`config.mk`:
```
export PLATFORM = sky130hd
export DESIGN_NAME = ctrl_mc_flat
export DESIGN_NICKNAME = d
export VERILOG_FILES = /design/src/rtl/ctrl_mc_pkg.sv /design/src/rtl/ctrl_mc_if.sv /design/src/rtl/ctrl_wait_timer.sv /design/src/rtl/ctrl_mc.sv /design/src/flat_wrapper.sv
export SDC_FILE = /design/constraint.sdc
export NUM_CORES = 1
export LEC_CHECK = 0
export ABC_AREA = 1
export BUFFER_PORTS_ARGS = -buffer_cell sky130_fd_sc_hd__buf_2
export CAP_MARGIN = 20
export CORE_MARGIN = 4
export CORE_UTILIZATION = 39
export CTS_CLUSTER_SIZE = 12
export DETAILED_ROUTE_END_ITERATION = 16
export GPL_ROUTABILITY_DRIVEN = 1
export GPL_TIMING_DRIVEN = 0
export MAX_ROUTING_LAYER = met4
export PLACE_DENSITY = 0.72
export SYNTH_ARGS = -nofsm -noshare
export SYNTH_HDL_FRONTEND = slang
export SYNTH_SLANG_ARGS = --single-unit
```
`constraint.sdc`:
```
create_clock -name clk -period 0.95 [get_ports clk]
set_input_delay 0.1425 -clock clk [delete_from_list [all_inputs] [get_ports clk]]
set_output_delay 0.1425 -clock clk [all_outputs]
set_load 0.02 [all_outputs]
```
`src/rtl/ctrl_mc_pkg.sv`:
```
// Shared constants for the SISC multi-cycle control unit: opcodes, FSM states, ALU op codes.
package ctrl_mc_pkg;

  localparam logic [3:0] OP_NOOP = 4'd0;
  localparam logic [3:0] OP_LOD  = 4'd1;
  localparam logic [3:0] OP_STR  = 4'd2;
  localparam logic [3:0] OP_BRA  = 4'd4;
  localparam logic [3:0] OP_BRR  = 4'd5;
  localparam logic [3:0] OP_BNE  = 4'd6;
  localparam logic [3:0] OP_BNR  = 4'd7;
  localparam logic [3:0] OP_ALU  = 4'd8;
  localparam logic [3:0] OP_HLT  = 4'd15;

  typedef enum logic [2:0] {
    S_RESET     = 3'd0,
    S_FETCH     = 3'd1,
    S_DECODE    = 3'd2,
    S_EXECUTE   = 3'd3,
    S_MEM       = 3'd4,
    S_WRITEBACK = 3'd5,
    S_HALT      = 3'd6,
    S_FAULT     = 3'd7
  } state_e;

  localparam logic [1:0] ALU_REG      = 2'b00;
  localparam logic [1:0] ALU_IMM      = 2'b01;
  localparam logic [1:0] ALU_NOST     = 2'b10;
  localparam logic [1:0] ALU_NOST_IMM = 2'b11;

  function automatic logic is_legal(input logic [3:0] op);
    return op inside {OP_NOOP, OP_LOD, OP_STR, OP_BRA, OP_BRR,
                      OP_BNE, OP_BNR, OP_ALU, OP_HLT};
  endfunction

endpackage

```
`src/rtl/ctrl_mc_if.sv`:
```
// Control bundle between the control FSM (master) and the IR/statreg/datapath/memory side (slave).
interface ctrl_mc_if #(
  parameter int OP_W = 4,
  parameter int MM_W = 4
);
  logic [OP_W-1:0] opcode;
  logic [MM_W-1:0] mm;
  logic [MM_W-1:0] stat;
  logic            mem_rdy;
  logic            rf_we;
  logic [1:0]      alu_op;
  logic            wb_sel;
  logic            br_sel;
  logic            rb_sel;
  logic            ir_load;
  logic            pc_sel;
  logic            pc_write;
  logic            pc_rst;
  logic            mm_sel;
  logic            mem_req;
  logic            dm_we;
  logic            halted;
  logic            fault;
  logic            illegal;

  modport master (
    input  opcode, mm, stat, mem_rdy,
    output rf_we, alu_op, wb_sel, br_sel, rb_sel, ir_load, pc_sel, pc_write,
           pc_rst, mm_sel, mem_req, dm_we, halted, fault, illegal
  );

  modport slave (
    output opcode, mm, stat, mem_rdy,
    input  rf_we, alu_op, wb_sel, br_sel, rb_sel, ir_load, pc_sel, pc_write,
           pc_rst, mm_sel, mem_req, dm_we, halted, fault, illegal
  );
endinterface

```
`src/rtl/ctrl_wait_timer.sv`:
```
// Counts consecutive cycles of an unanswered memory request; expired flags the timeout limit.
module ctrl_wait_timer #(
  parameter int MEM_TIMEOUT = 15
) (
  input  logic clk,
  input  logic rst_f,
  input  logic active,
  input  logic clear,
  output logic expired
);

  generate
    if (MEM_TIMEOUT > 0) begin : g_timer
      localparam int CNT_W = $clog2(MEM_TIMEOUT + 1);
      logic [CNT_W-1:0] r_cnt;

      // NOTE: sequential state uses non-blocking assignments so every flop samples pre-edge values.
      always_ff @(posedge clk) begin
        if (rst_f || clear || !active) r_cnt <= '0;
        else                           r_cnt <= r_cnt + CNT_W'(1);
      end

      assign expired = (r_cnt == CNT_W'(MEM_TIMEOUT));
    end else begin : g_none
      assign expired = 1'b0;
    end
  endgenerate

endmodule

```
`src/rtl/ctrl_mc.sv`:
```
// Multi-cycle control FSM for the SISC datapath with memory handshake, wait timeout, halt and fault.
module ctrl_mc
  import ctrl_mc_pkg::*;
#(
  parameter int OP_W        = 4,
  parameter int MM_W        = 4,
  parameter int IMM_MODE    = 8,
  parameter int MEM_TIMEOUT = 15,
  parameter int BR_SHORT    = 1
) (
  input logic       clk,
  input logic       rst_f,
  ctrl_mc_if.master bus
);

  state_e     r_state;
  logic [3:0] w_op;
  logic       w_cond, w_imm, w_is_mem, w_is_str, w_is_br, w_taken, w_expired;

  assign w_op     = 4'(bus.opcode);
  assign w_cond   = |(bus.mm & bus.stat);
  assign w_imm    = (bus.mm == MM_W'(IMM_MODE));
  assign w_is_mem = (w_op == OP_LOD) || (w_op == OP_STR);
  assign w_is_str = (w_op == OP_STR);
  assign w_is_br  = w_op inside {OP_BRA, OP_BRR, OP_BNE, OP_BNR};
  // BNE/BNR are "branch if none of the masked flags set", so mm = 0 always branches.
  assign w_taken  = ((w_op == OP_BRA) || (w_op == OP_BRR)) ? w_cond :
                    ((w_op == OP_BNE) || (w_op == OP_BNR)) ? !w_cond : 1'b0;

  ctrl_wait_timer #(.MEM_TIMEOUT(MEM_TIMEOUT)) u_timer (
    .clk     (clk),
    .rst_f   (rst_f),
    .active  (bus.mem_req & ~bus.mem_rdy),
    .clear   (bus.mem_rdy | w_expired),
    .expired (w_expired)
  );

  always_ff @(posedge clk) begin
    if (rst_f) begin
      r_state <= S_RESET;
    end else begin
      case (r_state)
        S_RESET:     r_state <= S_FETCH;
        S_FETCH:     if (bus.mem_rdy)    r_state <= S_DECODE;
                     else if (w_expired) r_state <= S_FAULT;
        S_DECODE:    if (w_op == OP_HLT)               r_state <= S_HALT;
                     else if (BR_SHORT != 0 && w_is_br) r_state <= S_FETCH;
                     else                               r_state <= S_EXECUTE;
        S_EXECUTE:   r_state <= S_MEM;
        S_MEM:       if (!w_is_mem || bus.mem_rdy) r_state <= S_WRITEBACK;
                     else if (w_expired)           r_state <= S_FAULT;
        S_WRITEBACK: r_state <= S_FETCH;
        S_HALT:      r_state <= S_HALT;
        S_FAULT:     r_state <= S_FAULT;
        default:     r_state <= S_RESET;
      endcase
    end
  end

  always_comb begin
    // NOTE: every output gets a default first so no path through the case infers a latch.
    bus.rf_we    = 1'b0;
    bus.alu_op   = ALU_NOST;
    bus.wb_sel   = 1'b0;
    bus.br_sel   = 1'b0;
    bus.rb_sel   = 1'b0;
    bus.ir_load  = 1'b0;
    bus.pc_sel   = 1'b0;
    bus.pc_write = 1'b0;
    bus.pc_rst   = 1'b0;
    bus.mm_sel   = 1'b0;
    bus.mem_req  = 1'b0;
    bus.dm_we    = 1'b0;
    bus.halted   = 1'b0;
    bus.fault    = 1'b0;
    bus.illegal  = 1'b0;
    case (r_state)
      S_RESET: bus.pc_rst = 1'b1;
      S_FETCH: begin
        bus.mem_req  = 1'b1;
        bus.ir_load  = bus.mem_rdy;
        bus.pc_write = bus.mem_rdy;
      end
      S_DECODE: begin
        bus.illegal  = !is_legal(w_op);
        bus.br_sel   = (w_op == OP_BRA) || (w_op == OP_BNE);
        bus.pc_sel   = w_taken;
        bus.pc_write = w_taken;
      end
      S_EXECUTE: begin
        if (w_op == OP_ALU) bus.alu_op = w_imm ? ALU_IMM : ALU_REG;
        else if (w_is_mem)  bus.alu_op = ALU_NOST_IMM;
        bus.rb_sel = w_is_str;
      end
      S_MEM: begin
        if (w_op == OP_ALU) begin
          bus.alu_op = w_imm ? ALU_NOST_IMM : ALU_NOST;
        end else if (w_is_mem) begin
          bus.alu_op  = ALU_NOST_IMM;
          bus.mm_sel  = 1'b1;
          bus.mem_req = 1'b1;
          bus.dm_we   = w_is_str;
          bus.rb_sel  = w_is_str;
        end
      end
      S_WRITEBACK: begin
        bus.rf_we  = (w_op == OP_ALU) || (w_op == OP_LOD);
        bus.wb_sel = (w_op == OP_LOD);
      end
      S_HALT:  bus.halted = 1'b1;
      S_FAULT: bus.fault  = 1'b1;
      default: ;
    endcase
  end

endmodule

```
`src/flat_wrapper.sv`:
```
// flat-port wrapper written by rule: the top's interface ports become plain ports
module ctrl_mc_flat import ctrl_mc_pkg::*;
#(
  parameter int OP_W        = 4,
  parameter int MM_W        = 4,
  parameter int IMM_MODE    = 8,
  parameter int MEM_TIMEOUT = 15,
  parameter int BR_SHORT    = 1
)
  (clk, rst_f, bus_opcode, bus_mm, bus_stat, bus_mem_rdy, bus_rf_we, bus_alu_op, bus_wb_sel, bus_br_sel, bus_rb_sel, bus_ir_load, bus_pc_sel, bus_pc_write, bus_pc_rst, bus_mm_sel, bus_mem_req, bus_dm_we, bus_halted, bus_fault, bus_illegal);
  ctrl_mc_if #(.OP_W(OP_W), .MM_W(MM_W)) bus_i ();
  input logic clk;
  input logic rst_f;
  input wire logic [$bits(bus_i.opcode)-1:0] bus_opcode;
  input wire logic [$bits(bus_i.mm)-1:0] bus_mm;
  input wire logic [$bits(bus_i.stat)-1:0] bus_stat;
  input wire logic [$bits(bus_i.mem_rdy)-1:0] bus_mem_rdy;
  output wire logic [$bits(bus_i.rf_we)-1:0] bus_rf_we;
  output wire logic [$bits(bus_i.alu_op)-1:0] bus_alu_op;
  output wire logic [$bits(bus_i.wb_sel)-1:0] bus_wb_sel;
  output wire logic [$bits(bus_i.br_sel)-1:0] bus_br_sel;
  output wire logic [$bits(bus_i.rb_sel)-1:0] bus_rb_sel;
  output wire logic [$bits(bus_i.ir_load)-1:0] bus_ir_load;
  output wire logic [$bits(bus_i.pc_sel)-1:0] bus_pc_sel;
  output wire logic [$bits(bus_i.pc_write)-1:0] bus_pc_write;
  output wire logic [$bits(bus_i.pc_rst)-1:0] bus_pc_rst;
  output wire logic [$bits(bus_i.mm_sel)-1:0] bus_mm_sel;
  output wire logic [$bits(bus_i.mem_req)-1:0] bus_mem_req;
  output wire logic [$bits(bus_i.dm_we)-1:0] bus_dm_we;
  output wire logic [$bits(bus_i.halted)-1:0] bus_halted;
  output wire logic [$bits(bus_i.fault)-1:0] bus_fault;
  output wire logic [$bits(bus_i.illegal)-1:0] bus_illegal;
  assign bus_i.opcode = bus_opcode;
  assign bus_i.mm = bus_mm;
  assign bus_i.stat = bus_stat;
  assign bus_i.mem_rdy = bus_mem_rdy;
  assign bus_rf_we = bus_i.rf_we;
  assign bus_alu_op = bus_i.alu_op;
  assign bus_wb_sel = bus_i.wb_sel;
  assign bus_br_sel = bus_i.br_sel;
  assign bus_rb_sel = bus_i.rb_sel;
  assign bus_ir_load = bus_i.ir_load;
  assign bus_pc_sel = bus_i.pc_sel;
  assign bus_pc_write = bus_i.pc_write;
  assign bus_pc_rst = bus_i.pc_rst;
  assign bus_mm_sel = bus_i.mm_sel;
  assign bus_mem_req = bus_i.mem_req;
  assign bus_dm_we = bus_i.dm_we;
  assign bus_halted = bus_i.halted;
  assign bus_fault = bus_i.fault;
  assign bus_illegal = bus_i.illegal;
  ctrl_mc #(.OP_W(OP_W), .MM_W(MM_W), .IMM_MODE(IMM_MODE), .MEM_TIMEOUT(MEM_TIMEOUT), .BR_SHORT(BR_SHORT)) u_core (.clk(clk), .rst_f(rst_f), .bus(bus_i));
endmodule
```
==> metrics.csv <==
stage,metric,value,unit
clock_network,clock tree from TritonCTS,built,
timing,setup slack after layout,-0.419,ns
critical_path,Worst Setup SP,u_core.r_state[1],
floorplanning,core area,1370,um^2
global_routing,GR Util All Layers,20.7,%
clock_network,root buffer cell,clkbuf_4,
cells_and_area,diode count,0,
worst_hold_path,min-delay src,rst_f,
floorplanning,Boundary Pins,31,
synthesis,top post-synthesis cells by area,"dfxtp_1, nor2_1, nand2_1, inv_1, a21oi_1",
cells_and_area,share of cells above drive strength 1,59.1,%
detailed_routing,Routed Antenna Nets,0,
synthesis,"Seq/Total Area, Yosys",23.7,%
floorplanning,die area,2200,um^2
detailed_routing,met3 wire length,113,um
placement,gp weighted congestion,0.851,
detailed_routing,Vias per Instance,5.34,
critical_path,Max stage delay on crit path,0.38,ns
critical_path,CP Cell Sequence,"inv_6, nand3_4, nor2_4, inv_2, nand2_2, buf_6",
synthesis,Post-Syn Area,591,um^2
clock_network,CTS H-tree depth,1,
critical_path,"Slowest-stage cell, CP",dfxtp_4,
detailed_routing,metal2 WL,1130,um
floorplanning,starting density of the core,43.2,%
synthesis,Yosys cell types,20,
detailed_routing,Avg WL per Cell,13.3,um
timing,skew final,0.00570,ns
synthesis,"top cells by count, synth","nor2_1, nand2_1, inv_1",
placement,placed wire-length estimate,1340,um
timing,Rel. slew slack,81.3,%
critical_path,FF-to-FF Start,u_core.r_state[1],
timing,Final Setup Violations,23,
timing,pin slew with the least headroom to its limit,0.279,ns
synthesis,"FF+latch count, synth",7,
global_routing,number of global-route vias before repair,751,
global_routing,first-pass GRT wire length,3140,um
synthesis,syn nets,118,
clock_network,Clock Sink Count,7,
synthesis,Avg Synthesized Cell Area,5.79,um^2
critical_path,WP buf/inv,3,
synthesis,asr flop ratio synth,0,%
timing,final hold violation count,0,
critical_path,Critical Path Sink Type,output port,
placement,placed cell count,147,
clock_network,Max clock buf depth,2,
cells_and_area,nets,166,
timing,pins over their slew limit,0,
detailed_routing,routed wire length,2180,um
synthesis,Yosys warning total,0,
critical_path,WS Path Type,flip-flop to output port,
flow_run,max-cap violations,0,
floorplanning,die height,46.9,um
floorplanning,Horiz. Die Dim,46.9,um
global_routing,Overflow after GRT,0,
timing,Final period util,144,%
cells_and_area,Post-Layout Cell Count,164,
clock_network,"Clk Latency, worst-skew pair",0.25,ns
pwr,P_leak,0.000543,uW
pwr,overall power,1200,uW
global_routing,initial antenna violation count,0,
detailed_routing,DRT Pass-1 Iters,4,
placement,Buffers on Ports,30,
critical_path,Top delay family on crit path,flip-flops,
clock_network,clock buffer count from CTS,3,
timing,Max Freq,731,MHz
worst_hold_path,Min-Delay Path Class,primary input to flip-flop,
synthesis,post-synth top area share,23.7,%
detailed_routing,top layer used by detailed routing,met4,
synthesis,"area leader, netlist",dfxtp_1,
timing,RSZ-0062 raised after global routing,yes,
critical_path,worst path required time,0.81,ns
critical_path,"Max FO, Critical Path",6,
synthesis,Main synth FF type,dfxtp_1,
clock_network,"Clk pin slew, worst setup/hold paths",0.05,ns
detailed_routing,DR iter-0 viols,17,
detailed_routing,routed via count,876,
cells_and_area,Area Growth Syn to Fin,99.8,%
cells_and_area,number of fill cells,72,
synthesis,most numerous cell in the Yosys netlist,nor2_1,
outcome,failing checks,setup timing,
outcome,status,finished with violations,
synthesis,Syn Inst Count,102,
pwr,PwrDens,1010,nW/um^2
detailed_routing,Post-Route M1 WL,855,um
clock_network,# hold bufs at CTS,0,
critical_path,Startpoint Class,flip-flop,
detailed_routing,DRC violations left,0,
global_routing,largest net degree at the start of global routing,8,
synthesis,number of synthesized flops with an enable pin,0,
timing,crit path time final,1.37,ns
critical_path,Critical Path AT,1.23,ns
floorplanning,row count,13,
pwr,Worst VDD drop,1130,uV
## worst paths after layout
kind                                                         to  slack, ns  depth (start not counted)
worst max-delay path                               bus_pc_write      -0.42                          6
worst min-delay path                          u_core.r_state[1]       0.08                          2
worst max register to register                u_core.r_state[2]      -0.29                          7
worst min register to register  u_core.u_timer.g_timer.r_cnt[0]       0.44                          1
## kinds of logic after synthesis
family	after synthesis	share of synthesized area, %
compound gates	10	9.32
buf+inv	17	10.8
fa+ha+maj	1	2.12
simple gates	64	49.6
xor+xnor	3	4.45
flops	7	23.7
## cells in the final DEF, fill, tap and decap left out, drive strengths merged
| cell type | instances |
|---|---|
| a21oi | 6 |
| a221oi | 1 |
| buf | 43 |
| clkbuf | 4 |
| dfxtp | 7 |
| ha | 1 |
| inv | 17 |
| nand2 | 24 |
| nand3 | 8 |
| nand4 | 3 |
| nor2 | 24 |
| nor3 | 4 |
| o21ai | 2 |
| o22ai | 1 |
| or2 | 1 |
| xnor2 | 1 |
| xor2 | 2 |
## where the power goes
part           internal [uW]  switching [uW]  total, uW  leakage, uW
clock network            160             103        263    0.0000150
logic                    260             307        567     0.000469
registers                317            49.9        367    0.0000590
## through the flow
| stage | utilization [%] | worst slack [ns] | hold WS [ns] | setup TNS [ns] | cell area [um^2] |
|---|---|---|---|---|---|
| after floorplan | - | -0.0725 | 0.202 | -0.670 | 662 |
| after global placement | 60.8 | -0.264 | 0.341 | -2.22 | 831 |
| after detailed placement | 60.8 | -0.290 | 0.338 | -2.45 | 831 |
| after CTS | 77.7 | -0.391 | 0.0754 | -6.26 | 1060 |
| after global routing | 86.4 | -0.469 | 0.0883 | -7.61 | 1180 |
| final | 86.4 | -0.419 | 0.0780 | -6.64 | 1180 |
## layer usage
metal	track usage (%)	up-vias
met5	-	-
met4	6.08	0
met3	6.13	6
met2	37.7	34
met1	21.0	415
li1	-	421
## area by class of cell
class                      instances  area (um^2)  share of cell area, %
clock buffer                       4         26.3                   2.23
inverter                          17         78.8                   6.68
multi-input combinational         78          553                   46.9
sequential                         7          151                   12.8
tap                               15         18.8                   1.59
timing repair buffer              43          352                   29.8
## state kept, by name, indices dropped and copies added, names as in the netlist
signal	cells
u_core.r_state	3
u_core.u_timer.g_timer.r_cnt	4
## what timing repair did
action	CTS	global route
pin swaps	6	13
setup endpoints to repair	23	23
resized for setup	45	21
endpoints found under the hold margin	0	0
buffers inserted	7	7
cloned	0	0
## worst register-to-register path: cells and delay by family, from the launching register on
kind | cells | cell delay [ns]
simple gates | 3 | 0.31
flops | 1 | 0.38
compound gates | 1 | 0.14
buf+inv | 3 | 0.35
No activity file was read; power rests on OpenSTA's default activity.
